==> config.mk <==
export PLATFORM = sky130hd
export DESIGN_NAME = ps2_host_tx
export DESIGN_NICKNAME = d
export VERILOG_FILES = /design/src/rtl/ps2_pkg.sv /design/src/rtl/ps2_line_sync.sv /design/src/rtl/ps2_host_tx.sv
export SDC_FILE = /design/constraint.sdc
export NUM_CORES = 1
export LEC_CHECK = 0
export ABC_CLOCK_PERIOD_IN_PS = 2700
export BUFFER_PORTS_ARGS = -buffer_cell sky130_fd_sc_hd__buf_2
export CORE_UTILIZATION = 60
export DETAILED_ROUTE_END_ITERATION = 6
export MAX_ROUTING_LAYER = met4
export PLACE_DENSITY = 0.79
export SYNTH_ARGS = -nofsm -noshare
export SYNTH_HDL_FRONTEND = slang
export SYNTH_SLANG_ARGS = --single-unit
==> constraint.sdc <==
create_clock -name clk -period 2.7 [get_ports clk]
set_input_delay 0 -clock clk [delete_from_list [all_inputs] [get_ports clk]]
set_output_delay 0 -clock clk [all_outputs]
set_load 0.02 [all_outputs]
==> src/rtl/ps2_pkg.sv <==
// Shared PS/2 definitions: transmitter states, error codes and keyboard byte values.
package ps2_pkg;

  typedef enum logic [2:0] {
    IDLE,
    INHIBIT,
    TX,
    ACK,
    WAIT_IDLE
  } ps2_state_t;

  localparam logic [1:0] ERR_NONE    = 2'b00;
  localparam logic [1:0] ERR_TIMEOUT = 2'b01;
  localparam logic [1:0] ERR_NACK    = 2'b10;

  localparam logic [7:0] KEY_SPACE    = 8'h29;
  localparam logic [7:0] KEY_ENTER    = 8'h5A;
  localparam logic [7:0] KEY_BKSP     = 8'h66;
  localparam logic [7:0] KEY_BREAK    = 8'hF0;
  localparam logic [7:0] CMD_SET_LEDS = 8'hED;
  localparam logic [7:0] CMD_RESET    = 8'hFF;
  localparam logic [7:0] RSP_ACK      = 8'hFA;

  function automatic logic odd_parity(input logic [7:0] b);
    return ~^b;
  endfunction

endpackage

==> src/rtl/ps2_line_sync.sv <==
// Two-flop synchronizer for one PS/2 pad plus a registered falling-edge detector.
module ps2_line_sync (
  input  logic clk,
  input  logic resetn,
  input  logic pad,
  output logic level,
  output logic fe
);

  logic meta_p0, sync_p1, prev_p2;

  // Idle lines are high, so reset to 1 to avoid a phantom edge after reset.
  always_ff @(posedge clk) begin
    if (!resetn) begin
      meta_p0 <= 1'b1;
      sync_p1 <= 1'b1;
      prev_p2 <= 1'b1;
    end else begin
      meta_p0 <= pad;
      sync_p1 <= meta_p0;
      prev_p2 <= sync_p1;
    end
  end

  assign level = sync_p1;
  assign fe    = prev_p2 & ~sync_p1;

endmodule

==> src/rtl/ps2_host_tx.sv <==
// Host-to-device PS/2 command transmitter; pads are driven open-drain via the two oe outputs.
module ps2_host_tx
  import ps2_pkg::*;
#(
  parameter int INHIBIT_CYCLES = 5000,
  parameter int TIMEOUT_CYCLES = 750000
) (
  input  logic       clk,
  input  logic       resetn,
  input  logic       send,
  input  logic [7:0] cmd,
  input  logic       ps2_clk_in,
  input  logic       ps2_dat_in,
  output logic       ps2_clk_oe,
  output logic       ps2_dat_oe,
  output logic       busy,
  output logic       done,
  output logic       error,
  output logic [1:0] err_code
);

  localparam int INH_W = $clog2(INHIBIT_CYCLES + 1);
  localparam int TMO_W = $clog2(TIMEOUT_CYCLES + 1);
  localparam logic [INH_W-1:0] INH_LAST = INH_W'(INHIBIT_CYCLES - 1);
  localparam logic [TMO_W-1:0] TMO_LAST = TMO_W'(TIMEOUT_CYCLES - 1);

  logic clk_lvl, clk_fe, dat_lvl, dat_fe;

  ps2_line_sync u_clk_sync (.clk(clk), .resetn(resetn), .pad(ps2_clk_in), .level(clk_lvl), .fe(clk_fe));
  ps2_line_sync u_dat_sync (.clk(clk), .resetn(resetn), .pad(ps2_dat_in), .level(dat_lvl), .fe(dat_fe));

  ps2_state_t       state_q, state_d;
  logic [INH_W-1:0] inh_q, inh_d;
  logic [TMO_W-1:0] tmo_q, tmo_d;
  logic [9:0]       shreg_q, shreg_d;
  logic [3:0]       bit_q, bit_d;
  logic             dat_q, dat_d;
  logic             done_q, done_d, error_q, error_d;
  logic [1:0]       code_q, code_d;
  logic             unused_dat_fe;

  assign unused_dat_fe = dat_fe;

  always_comb begin
    state_d = state_q;
    inh_d   = inh_q;
    tmo_d   = tmo_q;
    shreg_d = shreg_q;
    bit_d   = bit_q;
    dat_d   = dat_q;
    done_d  = 1'b0;
    error_d = 1'b0;
    code_d  = code_q;
    unique case (state_q)
      IDLE: begin
        // The pulse cycle counts as the tail of the previous transfer.
        if (send && !done_q && !error_q) begin
          shreg_d = {1'b1, odd_parity(cmd), cmd};
          code_d  = ERR_NONE;
          inh_d   = '0;
          bit_d   = '0;
          dat_d   = 1'b0;
          state_d = INHIBIT;
        end
      end
      INHIBIT: begin
        if (inh_q == INH_LAST) begin
          dat_d   = 1'b1;
          tmo_d   = '0;
          state_d = TX;
        end else begin
          inh_d = inh_q + 1'b1;
        end
      end
      TX: begin
        // Shift order: cmd[0..7], parity, stop; the stop bit (1) releases data.
        if (clk_fe) begin
          dat_d   = ~shreg_q[0];
          shreg_d = {1'b0, shreg_q[9:1]};
          bit_d   = bit_q + 1'b1;
          if (bit_q == 4'd9) state_d = ACK;
        end
      end
      ACK: begin
        if (clk_fe) begin
          if (!dat_lvl) begin
            state_d = WAIT_IDLE;
          end else begin
            error_d = 1'b1;
            code_d  = ERR_NACK;
            state_d = IDLE;
          end
        end
      end
      WAIT_IDLE: begin
        if (clk_lvl && dat_lvl) begin
          done_d  = 1'b1;
          state_d = IDLE;
        end
      end
      default: state_d = IDLE;
    endcase
    if (state_q == TX || state_q == ACK || state_q == WAIT_IDLE) begin
      if (tmo_q != '1) tmo_d = tmo_q + 1'b1;
      if (tmo_q == TMO_LAST && !done_d && !error_d) begin
        error_d = 1'b1;
        code_d  = ERR_TIMEOUT;
        state_d = IDLE;
      end
    end
  end

  // Control registers
  always_ff @(posedge clk) begin
    if (!resetn) begin
      state_q <= IDLE;
      inh_q   <= '0;
      tmo_q   <= '0;
      bit_q   <= '0;
      dat_q   <= 1'b0;
      done_q  <= 1'b0;
      error_q <= 1'b0;
      code_q  <= ERR_NONE;
    end else begin
      state_q <= state_d;
      inh_q   <= inh_d;
      tmo_q   <= tmo_d;
      bit_q   <= bit_d;
      dat_q   <= dat_d;
      done_q  <= done_d;
      error_q <= error_d;
      code_q  <= code_d;
    end
  end

  // Frame data register
  always_ff @(posedge clk) begin
    shreg_q <= shreg_d;
  end

  assign ps2_clk_oe = (state_q == INHIBIT);
  assign ps2_dat_oe = (state_q == INHIBIT) ? (inh_q == INH_LAST)
                                           : ((state_q == TX || state_q == ACK) && dat_q);
  assign busy     = (state_q != IDLE);
  assign done     = done_q;
  assign error    = error_q;
  assign err_code = code_q;

endmodule
Word level (Yosys, flattened, before mapping):

Index checks and enable logic that the tools add are counted.

* bits in registers: 60
* input bits: 13
* output and inout bits: 7

* add/sub/neg operators: 3
* eq/ne operators: 12
* mux-type cells: 41
* bitwise operators: 3
* reductions and logical operators: 21

Operators by type and width (number)
* two-way mux 20 bit: 4
* two-way mux 3 bit: 9
* two-way mux 13 bit: 2
* case mux 13 bit (2 select lines): 1
* adder 20 x 1 -> 20 bit, second input constant: 1
* equality test 20 bit, second input constant: 1
* two-way mux 10 bit: 2
* != test 20 bit, second input constant: 1
* case mux 10 bit (2 select lines): 1
* case mux 3 bit (5 select lines): 1
* adder 13 x 1 -> 13 bit, second input constant: 1
* equality test 13 bit, second input constant: 1
* two-way mux 1 bit: 11
* two-way mux 2 bit: 5
* two-way mux 4 bit: 2
* case mux 4 bit (2 select lines): 1
* XNOR reduction 8 bit: 1
* equality test 3 x 2 -> 1 bit, second input constant: 2
* logical AND 1 bit: 6
* != test 2 bit, second input constant: 3
* AND reduction 3 bit: 2
* nonzero test 3 bit: 2
* adder 4 x 1 -> 4 bit, second input constant: 1
* equality test 4 bit, second input constant: 1
* other kinds (12): 18

Longest topological paths before layout:

* word-level depth: 8
* depth in mapped cells: 8

Modules after synthesis:

From an unflattened synthesis, not the netlist that was laid out.

* cell total of the unflattened synthesis: 348
* area, all modules: 3079.2 um^2

By module, submodules not included
* ps2_host_tx: times used 1, cells each 334, area an instance 2909.0 um^2, seq. area each 1201.2 um^2
* ps2_line_sync: times used 2, cells each 7, area an instance 85.1 um^2, seq. area each 60.1 um^2

Worst setup path before layout:

OpenSTA, ideal clock, no wires.

* kind: reg2reg
* start point: register inh_q[0]
* end point: register inh_q[5]
* arrival time: 1.889 ns
* data required time: 2.634 ns
* slack: 0.745 ns
* stages on the path, launching flop included: 8
* period minus slack after synthesis: 1.955 ns
* path through: dfxtp_1 > ha_1 > and4b_1 > and4b_1 > buf_6 > a21o_4 > or4_4 > a21oi_2

* longest elaborated chain between the ends: 3
* elaborated cells on any way between the ends: 6

Ends and longest elaborated chain
* start: declaration: line ps2_host_tx.sv:33 `logic [INH_W-1:0] inh_q, inh_d;`
* start signal: assignment: line ps2_host_tx.sv:126 `inh_q <= inh_d;`
* adder 13 x 1 -> 13 bit / equality test 13 bit (equally long branches): line ps2_host_tx.sv:72, ps2_host_tx.sv:67
* two-way mux 13 bit / != test 2 bit (equally long branches)
* case mux 13 bit (2 select lines) / AND reduction 3 bit (equally long branches)

Several ways; a longest one is shown, not always the timed one. The select of a mux whose other input is x is not followed.
A chain may end at the register's enable or synchronous reset.

Worst setup path after layout:

* start point: register state_q[1]
* end point: register tmo_q[13]

* longest elaborated chain between the ends: 4
* elaborated cells on any way between the ends: 9

Ends and longest elaborated chain
* start: declaration: line ps2_host_tx.sv:32 `ps2_state_t state_q, state_d;`
* start signal: assignment: line ps2_host_tx.sv:125 `state_q <= state_d;`
* equality test 3 x 1 -> 1 bit / equality test 3 x 2 -> 1 bit (equally long branches): line ps2_host_tx.sv:54, ps2_host_tx.sv:103
* two-way mux 20 bit / logical OR 1 bit (equally long branches): line ps2_host_tx.sv:54, ps2_host_tx.sv:103
* two-way mux 20 bit / logical OR 1 bit (equally long branches): line ps2_host_tx.sv:104, ps2_host_tx.sv:103
* two-way mux 20 bit (*): line ps2_host_tx.sv:103 `if (state_q == TX || state_q == ACK || state_q == WAIT_IDLE) begin`
* end signal: assignment: line ps2_host_tx.sv:127 `tmo_q <= tmo_d;`
* end: declaration: line ps2_host_tx.sv:34 `logic [TMO_W-1:0] tmo_q, tmo_d;`

Mark *: on every way between the ends. The rest lies on a longest branch, timed or not.

==> metrics.txt <==
Ys Warns=0; Via Count=2738; clock root buffer=clkbuf_8; area share of fa/ha/maj cells after synthesis=~1.6%; Horiz. Die Dim=74.0 um; simple-gate share of the synthesized area=~28%; status=completed; first-pass GRT wire length=11.7 mm; layout cells sized above 1=15.8%; 1st-pass router iterations=5; CP cell instances=nor2b_1 > o21ai_1 > a21oi_2 > and3_1 > a211o_1; # port buffers=19; Core Rows=25; Final TNS setup=0 ps; Synth Area in Compound Gates=about 17%; period utilisation layout=between 80% and 90%; Final #Nets=about 400; Power Density=550 nW/um2; total CTS buffers=9; # IOs=20; metal2 WL=approximately 3.2 mm; asr flop ratio synth=0%; H-tree levels=3; area grow syn2layout=15.6%; largest family of logic cells by synthesized area=simple AND/OR/NAND/NOR gates; DR iter-0 viols=201; Max Used Layer=met4; worst hold-check path type=primary input to flip-flop; CTS resizes=0; Post-CTS Hold Fix Bufs=11; Final Slew Violations=0; mux contribution to synthesized area=~3.2%; startpoint types=flip-flop; Post-synth EDFFs=10; Layout Utilization=74.2%; Total GRT Usage=29.9%; DP Wirelength=4.63 mm; clock buffer depth=2; Clock Latency Late Sink=~340 ps; vias in the first global route=between 2000 and 2500; min Tclk post-route=around 2400 ps; die area=between 5000 and 6000 um2; endpoint class of the critical path=flip-flop; synthesized net count=approximately 360; clk_skew=about 6.5 ps; post-synthesis xor/xnor area fraction=~4.5%; RSZ-0062 raised after global routing=no; Setup Crit Path Kind=flip-flop to flip-flop; Max VDD drop=0.000525 V; share of the synthesized area in the top cell type=approximately 32%; post-synthesis instance total=about 350; final setup vio count=0; CP Max Fanout=14; die outline height=around 74 um; Worst Path Required=around 3000 ps; Via density=between 6 and 7; Worst-Margin Slew=between 600 and 700 ps; largest net degree at the start of global routing=16; Max Cap Viol=0; total power=around 0.0020 W; CTS tree=built; Syn Area/Cell=8.97 um2; CP max stage delay=590 ps; post-synthesis cell type count=58; number of hold violations in the final report=0; Routed Antenna Nets=0; ys flop type=dfxtp_1; initial antenna violation count=0; most area-consuming cells after synthesis=dfxtp_1 32%, edfxtp_1 9.6%, a21oi_1 3.5%; post-DR wirelength/cell=15.6 um; routability cong.=0.894; met1 WL=3.36 mm; Overflow after GRT=0; met3 routed WL=~430 um; CTS clk-pin slew, worst paths=roughly 70 ps; Post-CTS Setup Bufs=0; Total Routed Length=~7.1 mm; core area=between 4000 and 5000 um2; Synth area leader=dfxtp_1; LEAKAGE=between 1 and 1.5 nW; starting density of the core=between 60% and 70%; FF+latch count, synth=60; maximum clock frequency=between 0.4 and 0.5 GHz; Critical-path top delay cell=dfxtp_1; # diodes=0; Clock Sink Count=60; Cell Area, Synth=about 3100 um2; Seq/Total Area, Yosys=a little over two fifths; # DRC=0; Arr. time, crit path=approximately 2600 ps; Slew HR=between 50 and 60%
-- metal layers --
| layer | global-route usage, % | vias up |
|---|---|---|
| met1 | 41.0 | 1287 |
| met2 | 43.2 | 94 |
| met3 | 5.15 | 13 |
| met5 | - | - |
| li1 | - | 1344 |
| met4 | 12.8 | 0 |
-- path summary, 6_finish.rpt --
| check | startpoint | end | slack [ps] | cells past startpoint |
|---|---|---|---|---|
| min reg2reg | u_dat_sync.meta_p0$_SDFF_PN1_ | u_dat_sync.level$_SDFF_PN1_ | 410 | 1 |
| max | state_q[1]$_SDFF_PN0_ | tmo_q[13]$_SDFF_PN0_ | 340 | 5 |
| min | cmd[6] | shreg_q[6]$_DFFE_PP_ | 20 | 2 |
| max reg2reg | state_q[1]$_SDFF_PN0_ | tmo_q[13]$_SDFF_PN0_ | 340 | 5 |
-- state kept, by name (all words and copies together), names as in the netlist --
signal              flops
bit_q                   4
u_clk_sync.level        1
tmo_q                  20
dat_q                   1
done                    1
err_code                2
shreg_q                10
u_clk_sync.prev_p2      1
error                   1
u_dat_sync.meta_p0      1
u_dat_sync.level        1
inh_q                  13
u_clk_sync.meta_p0      1
state_q                 3
-- synthesized netlist by cell type (6+ instances only) --
cell      number
a21o_1         6
a21oi_1       22
and3_1         9
dfxtp_1       50
edfxtp_1      10
inv_1         14
mux2_2         8
nand2_1       27
nand2b_1      10
nand3_1       22
nand4_1       10
nor2_1        25
nor3_1         7
o21ai_0       13
xnor2_1       12
-- layout by cell type (no fill, tap or decap), types with 3 or more instances in the layout --
cell | synthesis | layout
dlygate4sd3_1 | 0 | 11
a211oi_1 | 5 | 5
o21ai_0 | 13 | 13
nand3b_1 | 3 | 3
a211o_1 | 5 | 5
nor2_1 | 25 | 25
dfxtp_1 | 50 | 50
buf_2 | 4 | 19
nand3_1 | 22 | 22
ha_1 | 4 | 4
nand2_1 | 27 | 27
and2_1 | 4 | 4
inv_1 | 14 | 14
o211ai_1 | 5 | 5
a21o_1 | 6 | 6
buf_4 | 3 | 7
clkbuf_8 | 0 | 9
nand4_1 | 10 | 10
nor3_1 | 7 | 7
a21oi_1 | 22 | 22
xor2_1 | 4 | 4
and3_1 | 9 | 9
xnor2_1 | 12 | 12
a22o_1 | 4 | 4
mux2_2 | 8 | 8
nor4_1 | 4 | 4
or3_1 | 5 | 5
a31oi_1 | 4 | 4
edfxtp_1 | 10 | 10
nor3b_1 | 3 | 3
nand2b_1 | 10 | 10
-- worst max-delay path: cells and delay by family (launching register included) --
kind | cells | cell delay [ps]
AO/OA/AOI/OAI | 3 | 980
AND/OR/NAND/NOR | 2 | 720
flip-flops | 1 | 590
-- power by group --
part           internal [W]  switching [W]
clock              0.000568       0.000350
combinational     0.0000559      0.0000669
sequential         0.000928      0.0000111
total               0.00155       0.000428
-- through the flow --
stage | instance area (um2) | instances | hold WS, ps | setup WS (ps)
3_3_place_gp | 3260 | 427 | 182 | 492
6_report | 3600 | 454 | 23.1 | 337
4_1_cts | 3600 | 454 | 12.3 | 412
2_1_floorplan | 3110 | 347 | 101 | 745
3_5_place_dp | 3260 | 427 | 182 | 452
5_1_grt | 3600 | 454 | 21.6 | 188
-- cell families after synthesis --
group / Yosys count
buffers and inverters: 27
adders and majority gates: 4
DFF: 60
muxes: 9
xor gates and xnor gates: 16
and+or+nand+nor: 153
AOI/OAI and AO/OA: 78
-- cell type report --
cell class              count  area [um2]
fillers                   355        1250
multi-input cells         260        1680
flip-flops and latches     60        1300
inverters                  14        52.6
clock inverters             5        72.6
well taps                  67        83.8
repair buffers             37         258
clock buffers              11         153
Power figures use the tool's default switching activity.
